### config.mk
export PLATFORM = sky130hd
export DESIGN_NAME = playlist_ctl
export DESIGN_NICKNAME = d
export VERILOG_FILES = /design/src/rtl/playlist_pkg.sv /design/src/rtl/playlist_ctl_btn_edge.sv /design/src/rtl/playlist_ctl.sv
export SDC_FILE = /design/constraint.sdc
export NUM_CORES = 1
export LEC_CHECK = 0
export ABC_AREA = 1
export BUFFER_PORTS_ARGS = -buffer_cell sky130_fd_sc_hd__buf_2
export CELL_PAD_IN_SITES_DETAIL_PLACEMENT = 2
export CELL_PAD_IN_SITES_GLOBAL_PLACEMENT = 2
export CORE_UTILIZATION = 30
export DETAILED_ROUTE_END_ITERATION = 16
export GPL_ROUTABILITY_DRIVEN = 0
export PLACE_DENSITY = 0.71
export SKIP_CTS_REPAIR_TIMING = 1
export SLEW_MARGIN = 25
export SYNTH_ARGS = -nofsm -noshare
export SYNTH_HDL_FRONTEND = slang
export SYNTH_SLANG_ARGS = --single-unit
### constraint.sdc
create_clock -name clk -period 1.7 [get_ports clk]
set_clock_uncertainty 0.1 [all_clocks]
set_input_delay 0.085 -clock clk [delete_from_list [all_inputs] [get_ports clk]]
set_output_delay 0.085 -clock clk [all_outputs]
set_load 0.02 [all_outputs]
### src/rtl/playlist_pkg.sv
// Shared types and helpers for the playlist sequencing controller.
package playlist_pkg;

  typedef enum logic [1:0] {IDLE, PLAY, PAUSE, GAP} state_t;

  // Button bit positions; a lower index means a higher priority.
  localparam int NUM_BTN   = 4;
  localparam int BTN_STOP  = 0;
  localparam int BTN_START = 1;
  localparam int BTN_NEXT  = 2;
  localparam int BTN_PRE   = 3;

  function automatic int clog2(input int n);
    int w;
    w = 1;
    while ((1 << w) < n) w++;
    return w;
  endfunction

  // Keep only the highest-priority (lowest-index) press.
  function automatic logic [NUM_BTN-1:0] prio_pick(input logic [NUM_BTN-1:0] p);
    return p & (~p + NUM_BTN'(1));
  endfunction

endpackage

### src/rtl/playlist_ctl_btn_edge.sv
// Rising-edge detector for level buttons; history resets to 1 so a button
// held through reset does not register as a press.
module btn_edge #(
  parameter int W = 4
) (
  input  logic         clk,
  input  logic         rst,
  input  logic [W-1:0] din,
  output logic [W-1:0] press
);

  logic [W-1:0] hist;

  always_ff @(posedge clk) begin
    if (rst) hist <= '1;
    else     hist <= din;
  end

  assign press = din & ~hist;

endmodule

### src/rtl/playlist_ctl.sv
// Play/pause/track sequencer: button and end-of-song handling, inter-song gap,
// one-hot play enables, restart pulse, track digit and elapsed-seconds count.
module playlist_ctl
  import playlist_pkg::*;
#(
  parameter int CLK_FRE    = 50_000_000,
  parameter int NUM_SONGS  = 4,
  parameter int GAP_CYCLES = 1000,
  parameter int AUTO_NEXT  = 1
) (
  input  logic                        clk,
  input  logic                        rst,
  input  logic                        start,
  input  logic                        stop,
  input  logic                        next_song,
  input  logic                        pre_song,
  input  logic [NUM_SONGS-1:0]        song_done,
  output logic [NUM_SONGS-1:0]        play_en,
  output logic                        song_rst,
  output logic [clog2(NUM_SONGS)-1:0] song_sel,
  output logic                        start_stop,
  output logic [3:0]                  o_hex_Data,
  output logic [7:0]                  sec_cnt
);

  localparam int SW = clog2(NUM_SONGS);
  localparam int TW = clog2(CLK_FRE);
  localparam int GW = clog2(GAP_CYCLES + 1);

  logic [NUM_BTN-1:0] btn, press, act;
  state_t             state, nstate;
  logic [SW-1:0]      nsel, sel_inc, sel_dec;
  logic               nrst, done;
  logic [GW-1:0]      gap_cnt;
  logic [TW-1:0]      tick;

  assign btn[BTN_STOP]  = stop;
  assign btn[BTN_START] = start;
  assign btn[BTN_NEXT]  = next_song;
  assign btn[BTN_PRE]   = pre_song;

  btn_edge #(.W(NUM_BTN)) u_btn (
    .clk  (clk),
    .rst  (rst),
    .din  (btn),
    .press(press)
  );

  assign act     = prio_pick(press);
  assign sel_inc = (song_sel == SW'(NUM_SONGS - 1)) ? '0 : song_sel + 1'b1;
  assign sel_dec = (song_sel == '0) ? SW'(NUM_SONGS - 1) : song_sel - 1'b1;
  assign done    = song_done[song_sel];

  always_comb begin
    nstate = state;
    nsel   = song_sel;
    nrst   = 1'b0;
    case (state)
      IDLE: begin
        if (act[BTN_START]) begin
          nstate = PLAY;
          nrst   = 1'b1;
        end else if (act[BTN_NEXT]) begin
          nsel = sel_inc;
          nrst = 1'b1;
        end else if (act[BTN_PRE]) begin
          nsel = sel_dec;
          nrst = 1'b1;
        end
      end
      PLAY: begin
        if (act[BTN_STOP]) begin
          nstate = PAUSE;
        end else if (act[BTN_NEXT] || act[BTN_PRE]) begin
          nsel   = act[BTN_NEXT] ? sel_inc : sel_dec;
          nrst   = 1'b1;
          nstate = GAP;
        end else if (done) begin
          nrst = 1'b1;
          if (AUTO_NEXT != 0) begin
            nsel   = sel_inc;
            nstate = GAP;
          end else begin
            nstate = PAUSE;
          end
        end
      end
      PAUSE: begin
        if (act[BTN_START]) begin
          nstate = PLAY;
        end else if (act[BTN_NEXT] || act[BTN_PRE]) begin
          nsel = act[BTN_NEXT] ? sel_inc : sel_dec;
          nrst = 1'b1;
        end
      end
      GAP: begin
        if (act[BTN_STOP]) begin
          nstate = PAUSE;
        end else if (act[BTN_NEXT] || act[BTN_PRE]) begin
          nsel = act[BTN_NEXT] ? sel_inc : sel_dec;
          nrst = 1'b1;
        end else if (gap_cnt == GW'(GAP_CYCLES - 1)) begin
          nstate = PLAY;
        end
      end
      default: nstate = IDLE;
    endcase
  end

  always_ff @(posedge clk) begin
    if (rst) begin
      state      <= IDLE;
      song_sel   <= '0;
      play_en    <= '0;
      song_rst   <= 1'b0;
      start_stop <= 1'b0;
      o_hex_Data <= 4'd1;
      sec_cnt    <= 8'd0;
      tick       <= '0;
      gap_cnt    <= '0;
    end else begin
      state      <= nstate;
      song_sel   <= nsel;
      song_rst   <= nrst;
      play_en    <= (nstate == PLAY) ? (NUM_SONGS'(1) << nsel) : '0;
      start_stop <= (nstate == PLAY) || (nstate == GAP);
      o_hex_Data <= 4'(nsel) + 4'd1;
      // A restart inside GAP reopens the full gap window.
      if (nrst || state != GAP) gap_cnt <= '0;
      else                      gap_cnt <= gap_cnt + 1'b1;
      if (nrst) begin
        tick    <= '0;
        sec_cnt <= 8'd0;
      end else if (state == PLAY) begin
        if (tick == TW'(CLK_FRE - 1)) begin
          tick <= '0;
          if (sec_cnt != 8'hFF) sec_cnt <= sec_cnt + 8'd1;
        end else begin
          tick <= tick + 1'b1;
        end
      end
    end
  end

endmodule

Yosys cells after proc, flatten, opt, wreduce, memory -nomap -nowiden
Cells that the tools add are included.
Word-level totals
  register bits after elaboration: 62
  input bits: 10
  output and inout port bits: 20
Cells by class
  order comparisons: 1
  bitwise gates (word level): 5
  mux-type cells: 34
  shifts and indexed selects: 1
  reduce and logical (&&, ||, !) cells: 10
  eq/ne operators: 10
  add/subtract/negate cells: 7
Operators by type and width (count)
  $mux W2: 19
  $add A26 B1 Y26 const B: 1
  $eq A26 B26 Y1 const B: 1
  $mux W26: 1
  $add A10 B1 Y10 const B: 1
  $eq A10 B10 Y1 const B: 1
  $mux W1: 10
  $add A8 B1 Y8 const B: 1
  $and A4 B4 Y4: 2
  $eq A2 B2 Y1 const B: 4
  $ne A8 B8 Y1 const B: 1
  $not A4 Y4: 2
  $pmux W2 S4: 1
  $reduce_or A2 Y1: 4
  $pmux W2 S3: 1
  $add A4 B1 Y4 const B: 1
  $eq A2 B1 Y1 const B: 2
  $logic_not A2 Y1: 2
  $pmux W1 S4: 1
  $shl A1 B2 Y4 const A: 1
  $add A2 B1 Y3 const B: 1
  $logic_or A1 B1 Y1: 3
  $lt A2 B3 Y1 const B: 1
  $reduce_and A3 Y1: 1
  5 further kinds: 5

Logic depth before layout (Yosys ltp)
Gate-level depths: netlist (run 1).
  depth after elaboration: 12
  gate-level depth with buffers: 14
  gate-level depth less buffers: 14

Cells and area by module
Synthesis (run 1) repeated with hierarchy kept, for this count alone.
Unflattened totals
  cell total of the unflattened synthesis: 456
  area total of the unflattened synthesis: 3314.4 µm²
By module, submodules not included
  playlist_ctl: cells an instance 439, sequential area each 1121.1 µm², instances 1, area an instance 3175.5 µm²
  btn_edge: cells an instance 17, sequential area each 80.1 µm², instances 1, area an instance 138.9 µm²

Least setup slack after synthesis (run 1)
No wires, ideal clock.
  path kind: register to register
  start: reg song_sel[0]
  end: reg o_hex_Data[1]
  path slack: -0.321 ns
  buffers on the path: 0
  period minus slack after synthesis: 2.021 ns
  data required time: 1.475 ns
  arrival time: 1.797 ns
  cell stages (with the launch flop): 10
  cell sequence: dfxtp_1 > inv_2 > ha_1 > or2_2 > a21oi_1 > nor2_1 > nand3b_4 > ha_1 > inv_1 > nor2_1
On the way
  cells in the longest elaborated chain, start to end: 7
  elaborated cells between the ends (all ways): 20
RTL lines
  from (decl): RTL line playlist_ctl.sv:20  | output logic [clog2(NUM_SONGS)-1:0] song_sel,
  from (signal assigned): RTL line playlist_ctl.sv:123  | song_sel <= nsel;
  $sub A2 B1 Y2, or another cell as far along: RTL line playlist_ctl.sv:51  | assign sel_dec = (song_sel == '0) ? SW'(NUM_SONGS - 1) : song_sel - 1'b1;
  $mux W2, or another cell as far along: RTL line playlist_ctl.sv:51
  $mux W2, on equally long branches (3 in a row)
  $pmux W2 S4 (*): RTL line playlist_ctl.sv:58  | case (state)
  named net nsel[0]: RTL line playlist_ctl.sv:32  | logic [SW-1:0] nsel, sel_inc, sel_dec;
  $add A2 B1 Y3 (*): RTL line playlist_ctl.sv:127  | o_hex_Data <= 4'(nsel) + 4'd1;
  to (signal assigned): RTL line playlist_ctl.sv:127
  to (decl): RTL line playlist_ctl.sv:22  | output logic [3:0] o_hex_Data,
Mark *: on every way through the listed nets, which the timed path passes. The rest lies on a longest branch. The select of a mux whose other input is x is not followed.
A chain may end at the register's enable or synchronous reset.

Worst setup path in the final report (run 1)
  start: reg tick[1]
  end: reg sec_cnt[6]
On the way
  cells in the longest elaborated chain, start to end: 2
RTL lines
  from (decl): RTL line playlist_ctl.sv:35  | logic [TW-1:0] tick;
  from (signal assigned): RTL line playlist_ctl.sv:139  | tick <= tick + 1'b1;
  $eq A26 B26 Y1: RTL line playlist_ctl.sv:135  | if (tick == TW'(CLK_FRE - 1)) begin
  $reduce_and A3 Y1 (no line)
  to (signal assigned): RTL line playlist_ctl.sv:137  | if (sec_cnt != 8'hFF) sec_cnt <= sec_cnt + 8'd1;
  to (decl): RTL line playlist_ctl.sv:23  | output logic [7:0] sec_cnt
No other way between the ends.

==> results.py, run 1 <==
metrics = {
    "critical_path": {
        "crit_path_end_kind": "register",
        "required_ps": 1880,
        "rrSetupSlack_ps": -320,
        "start_kind": "register",
        "rr_worst_depth": 13,
        "critical_path_class": "register to register",
        "critical_path.max_fanout": 4,
        "worstPathArrival_ps": 2200,
    },
    "die": {
        "die_h_um": 107,
        "io_pins": 30,
        "core_area_mm2": 0.0108,
        "die_area_mm2": 0.0115,
        "fp-row-count": 38,
        "floorplan.initialDensity": 0.307,
        "die_w_um": 107,
    },
    "power": {
        "power_leakage_nw": 2.30,
        "ir_drop_v": 0.000535,
        "power.density_mw_per_mm2": 696,
    },
    "global_routing": {
        "grtUsageMet1": 0.240,
        "busiest_layer": "met2",
        "overflow": 0,
        "track_usage": 0.217,
        "grtUsageMet3": 0.0539,
        "grt_use_met2": 0.396,
        "grt_max_degree": 17,
        "grt_pass1_wl_um": 18800,
        "antenna_found_initial": 0,
        "grt_pass1_vias": 3885,
    },
    "detailed_routing": {
        "first_pass_iters": 4,
        "num_vias": 3811,
        "drtIter0Drc": 130,
        "wl_per_cell_um": 22.2,
        "ant_nets": 0,
        "drc": 0,
        "wl_um": 16800,
        "vias_per_cell": 5.05,
    },
    "synthesis": {
        "yosysSeqAreaShare": 0.361,
        "avgSynthCellArea_um2": 7.00,
        "ys_types": 39,
        "synthCells": 475,
        "syn_nets": 491,
        "async_flop_share": 0,
        "ys.flop_type": "dfxtp_1",
        "synth_edf_count": 0,
        "synth_area_mm2": 0.00332,
        "synth-warning-count": 0,
        "synth-seq-cells": 60,
    },
    "cts": {
        "cts_htree_levels": 3,
        "clockBufferDepth": 2,
        "tritoncts": "done",
        "insertion_delay_ps": 380,
        "cts.sinks": 60,
        "clockRootBuffer": "clkbuf_8",
        "cts_buffers": 9,
        "clk_pin_slew_ps": 90,
    },
    "timing": {
        "period_minus_slack_ps": 2020,
        "hold_viol": 0,
        "post-route-period-util": 1.19,
        "slew_violations": 0,
        "setup_slack_ps": -322,
        "setup_viol": 52,
        "fmaxAchievable_mhz": 495,
        "rsz0062_at_grt": "yes",
    },
    "layout": {
        "regArea_mm2": 0.00123,
        "final_area_mm2": 0.00531,
        "nFillCells": 1197,
        "n_antenna_cell": 0,
        "multi_input_area_mm2": 0.00233,
        "nNetsFinal": 626,
        "layout-drive-gt1-share": 0.494,
        "syn_to_final_growth_pct": 59.7,
    },
    "worst_hold_path": {
        "hold_depth": 5,
        "hold_path.class": "input port to register",
    },
    "place": {
        "dpl.hpwl_um": 8960,
        "placed_cell_area_mm2": 0.00417,
        "numPortBuffers": 28,
        "pre_cts_ws_ps": -211,
    },
    "run_status": {
        "violations": "setup timing",
        "status": "finished with violations",
    },
    "flow_run": {
        "maxCapViolations": 0,
    },
}
[cells by family (layout without fill, tap and decap cells)]
logic type / Yosys count / count (layout) / share of synthesized area
other: 1 / 1 / 0.00113
adders and majority gates: 6 / 6 / 0.0226
buffers and inverters: 88 / 227 / 0.108
AOI/OAI and AO/OA: 38 / 38 / 0.0629
DFF: 60 / 60 / 0.361
and+or+nand+nor: 264 / 265 / 0.396
xor gates and xnor gates: 18 / 18 / 0.0474
[cells in the mapped netlist, types with 6 or more instances]
cell / n / area [um2]
nor2_4: 8 / 90.1
nand2_2: 6 / 37.5
ha_1: 6 / 75.1
a21oi_1: 12 / 60.1
nor3_1: 16 / 80.1
nand3_1: 28 / 140
nand4_1: 14 / 87.6
o21ai_0: 13 / 65.1
xor2_1: 14 / 123
nor2_1: 67 / 251
nand2_1: 97 / 364
o21ai_1: 6 / 30.0
inv_1: 72 / 270
nor3_2: 10 / 100
dfxtp_1: 60 / 1200
inv_2: 7 / 26.3
[layout by cell type, fill, tap and decap left out, types with 4 or more instances in the layout]
master and instances:
o21ai_1 4, a21oi_2 7, o21ai_2 10, buf_6 16, buf_4 77, xnor2_1 4, dfxtp_1 44, nand4_1 14
dfxtp_2 12, nor2_4 16, inv_4 6, inv_1 59, ha_4 4, dfxtp_4 4, o21ai_0 5, nor2_2 12
a21oi_1 5, clkbuf_8 11, nand3_1 16, nand3_2 11, nor3_1 9, nand2_8 4, xor2_1 12, inv_2 15
nand2_1 70, nor2_1 49, nor3_4 5, buf_2 28, nor3_2 13, dlygate4sd3_1 7, nand2_4 16, nand2_2 18
[critical path, stage by stage (launching register included)]
cell	delay [ps]
dfxtp_4	370
ha_4	170
nand2_4	70
nor2_4	150
nand2_2	100
nor2_4	160
buf_4	140
buf_6	90
nand3_4	120
inv_4	100
buf_6	110
nand3_1	90
nand2_1	90
nor2_1	50
[per-layer routing]
| layer | vias to the layer above | part of all wire |
|---|---|---|
| met5 | - | 0 |
| met4 | 0 | 0.047 |
| met1 | 1890 | 0.38 |
| met3 | 61 | 0.045 |
| li1 | 1763 | - |
| met2 | 97 | 0.53 |
[state kept, by name (all words and copies together) (netlist names)]
register	count
song_rst	1
play_en	4
sec_cnt	8
state	2
o_hex_Data	3
u_btn.hist	4
tick	26
gap_cnt	10
song_sel	2
[metrics by stage]
stage          utilization  power (mW)  std cells  hold WS (ps)  setup TNS [ps]
2_1_floorplan            -        1.74        475          88.8               0
5_1_grt              0.490        3.82        755           178          -11850
6_report             0.490        3.69        755           179           -7760
3_5_place_dp         0.385        1.93        708           184           -3300
3_3_place_gp         0.385        1.90        708           182            -931
4_1_cts              0.406        3.47        724          -212           -4060
[where the power goes]
part / switching, mW / internal [mW] / leakage [nW]
Clock: 0.658 / 0.904 / 0.113
Sequential: 0.0226 / 1.43 / 0.494
Combinational: 0.411 / 0.265 / 1.70
[layout make-up]
| class | instances | area share |
|---|---|---|
| inverter | 81 | 0.0625 |
| clock inverter | 4 | 0.0137 |
| clock buffer | 12 | 0.0292 |
| timing repair buffer | 130 | 0.191 |
| tap | 140 | 0.0330 |
| sequential | 60 | 0.232 |
| multi-input combinational | 328 | 0.439 |
[worst paths after layout]
path                                                end                   from
worst min-delay path                state[0]$_SDFF_PP0_                   stop
worst max-delay path            sec_cnt[6]$_SDFFE_PP0P_   tick[1]$_SDFFE_PP0P_
worst min register to register    gap_cnt[0]$_SDFF_PP0_  gap_cnt[0]$_SDFF_PP0_
worst max register to register  sec_cnt[6]$_SDFFE_PP0P_   tick[1]$_SDFFE_PP0P_
Note: power is estimated with default switching activity, not from simulation.
==> run 2: changes to the inputs <==
--- a/config.mk
+++ b/config.mk
@@ -7,12 +7,15 @@
 export LEC_CHECK = 0
 export ABC_AREA = 1
 export BUFFER_PORTS_ARGS = -buffer_cell sky130_fd_sc_hd__buf_2
+export CAP_MARGIN = 20
 export CELL_PAD_IN_SITES_DETAIL_PLACEMENT = 2
 export CELL_PAD_IN_SITES_GLOBAL_PLACEMENT = 2
+export CORE_MARGIN = 2
 export CORE_UTILIZATION = 30
 export DETAILED_ROUTE_END_ITERATION = 16
 export GPL_ROUTABILITY_DRIVEN = 0
 export PLACE_DENSITY = 0.71
+export RECOVER_POWER = 25
 export SKIP_CTS_REPAIR_TIMING = 1
 export SLEW_MARGIN = 25
 export SYNTH_ARGS = -nofsm -noshare
==> run 2 against run 1 <==
Effect of this change: the flow still finishes with violations (setup timing); worst hold slack worse by 90 ps; setup slack lost 36 ps; non-clock buffer count grew 2; combinational power is 3% higher; register-to-register slack lost 40 ps; largest power group is now sequential cells; fmax shrank 1.8%; sequential power barely moved; clock-buffer cell count unchanged; critical path depth fell by 2; die area rose by 3.8%; final area decreased by 2.5%; clock power shrank 18%.
==> results.py, run 2 (synthesis gave the netlist of run 1 again) <==
metrics = {
    "global_routing": {
        "grt_pass1_wl_um": 18500,
        "track_usage": 0.204,
        "grt_use_met2": 0.364,
        "grtUsageMet1": 0.237,
        "overflow": 0,
        "grt_pass1_vias": 3798,
        "grt_max_degree": 13,
        "antenna_found_initial": 0,
        "busiest_layer": "met2",
        "grtUsageMet3": 0.0514,
    },
    "layout": {
        "n_antenna_cell": 0,
        "postLayoutCoreUtil": 0.477,
        "nFillCells": 1246,
        "layout_common_cells": "buf_4, nand2_1, inv_1",
        "multi_input_area_mm2": 0.00228,
        "syn_to_final_growth_pct": 55.7,
        "largest_reg_flops": 26,
        "largest_register": "tick",
        "layout-drive-gt1-share": 0.449,
        "nNetsFinal": 629,
        "top_regs": "tick x26, gap_cnt x10, sec_cnt x8",
        "regArea_mm2": 0.00122,
        "layout_commonest_cell": "buf_4",
    },
    "cts": {
        "cts_buffers": 9,
        "clockRootBuffer": "clkbuf_8",
        "cts_htree_levels": 3,
        "clockBufferDepth": 2,
        "clk_pin_slew_ps": 70,
        "cts.sinks": 60,
        "insertion_delay_ps": 370,
        "tritoncts": "done",
    },
    "timing": {
        "period_minus_slack_ps": 2060,
        "slew_violations": 0,
        "worst_pin_slew_ps": 583,
        "setup_slack_ps": -358,
        "hold_viol": 0,
        "fin_hold_ws_ps": 88.7,
        "setup_viol": 52,
        "fmaxAchievable_mhz": 486,
        "post-route-period-util": 1.21,
        "slew_headroom": 0.612,
        "rsz0062_at_grt": "yes",
        "finalSetupTns_ps": -7930,
    },
    "detailed_routing": {
        "ant_nets": 0,
        "vias_per_cell": 4.94,
        "first_pass_iters": 4,
        "drc": 0,
        "drtIter0Drc": 111,
        "num_vias": 3741,
        "wl_um": 16300,
        "wl_per_cell_um": 21.5,
    },
    "critical_path": {
        "critical_path_class": "register to register",
        "cpMostUsedCell": "nand2_1",
        "required_ps": 1880,
        "crit_chain": "inv_1 -> nand2_1 -> nor3_1 -> nand4_1 -> nor2_2 -> nand3_1 -> buf_6 -> nand2_1 -> o21ai_1 -> nand2_1 -> inv_1",
        "crit_path_start": "tick[9]$_SDFFE_PP0P_",
        "start_kind": "register",
        "r2r_start": "tick[9]$_SDFFE_PP0P_",
        "worstPathArrival_ps": 2230,
        "crit_path_end_kind": "register",
        "r2r-end": "sec_cnt[2]$_SDFFE_PP0P_",
        "rrSetupSlack_ps": -360,
        "crit_slowest_cell": "nor3_1",
        "max_stage_delay_ps": 330,
        "critical_path.max_fanout": 12,
        "rr_worst_depth": 11,
    },
    "power": {
        "total_power_mw": 3.44,
        "ir_drop_v": 0.000438,
        "power.density_mw_per_mm2": 664,
        "power_leakage_nw": 2.24,
    },
    "die": {
        "floorplan.initialDensity": 0.307,
        "die_h_um": 109,
        "die_area_mm2": 0.0119,
        "die_w_um": 109,
        "fp-row-count": 38,
        "core_area_mm2": 0.0108,
        "io_pins": 30,
    },
    "flow_run": {
        "maxCapViolations": 0,
    },
    "place": {
        "pre_cts_ws_ps": -221,
        "numPortBuffers": 28,
        "dpl.hpwl_um": 9070,
    },
    "worst_hold_path": {
        "hold_depth": 5,
        "whs_endpoint": "state[0]$_SDFF_PP0_",
        "min_from": "start",
        "hold_path.class": "input port to register",
    },
    "run_status": {
        "status": "finished with violations",
        "violations": "setup timing",
    },
}
## run 2: worst max path at each step
stage / cells after the start / slack [ps] / endpoint
floorplan: 10 / 7 / o_hex_Data[1]$_SDFF_PP0_
global placement: 10 / -160 / o_hex_Data[1]$_SDFF_PP0_
detailed placement: 10 / -220 / o_hex_Data[1]$_SDFF_PP0_
CTS: 10 / -240 / o_hex_Data[1]$_SDFF_PP0_
global route: 11 / -430 / sec_cnt[2]$_SDFFE_PP0P_
finish: 11 / -360 / sec_cnt[2]$_SDFFE_PP0P_
## run 2: stage by stage
stage | instance area [um2] | instances
after global routing | 5180 | 757
after global placement | 4140 | 704
after detailed placement | 4140 | 704
after CTS | 4320 | 719
final | 5180 | 757
after floorplan | 3370 | 475
## run 2: routing by layer
| layer | wire, um | share of wire |
|---|---|---|
| met5 | 0 | 0 |
| met4 | 553 | 0.034 |
| met3 | 414 | 0.025 |
| met2 | 8690 | 0.53 |
| met1 | 6630 | 0.41 |
## run 2: final cells by class
type                    instances  area share
multi-input cells             329       0.440
repair buffers                132       0.193
clock inverters                 3     0.00774
clock buffers                  12      0.0261
flip-flops and latches         60       0.236
inverters                      81      0.0636
well taps                     140      0.0338
## run 2: power by group
part / switching [mW] / leakage [nW] / internal (mW) / total, mW
Sequential: 0.0257 / 0.492 / 1.44 / 1.46
Combinational: 0.413 / 1.66 / 0.280 / 0.693
Clock: 0.618 / 0.0902 / 0.666 / 1.28
Total: 1.06 / 2.24 / 2.38 / 3.44
## run 2: worst max-delay path: cells and delay by family, from the launching register on
kind	cells	cell delay, ps
compound gates	1	70
buf+inv	3	330
flops	1	320
simple gates	7	1140
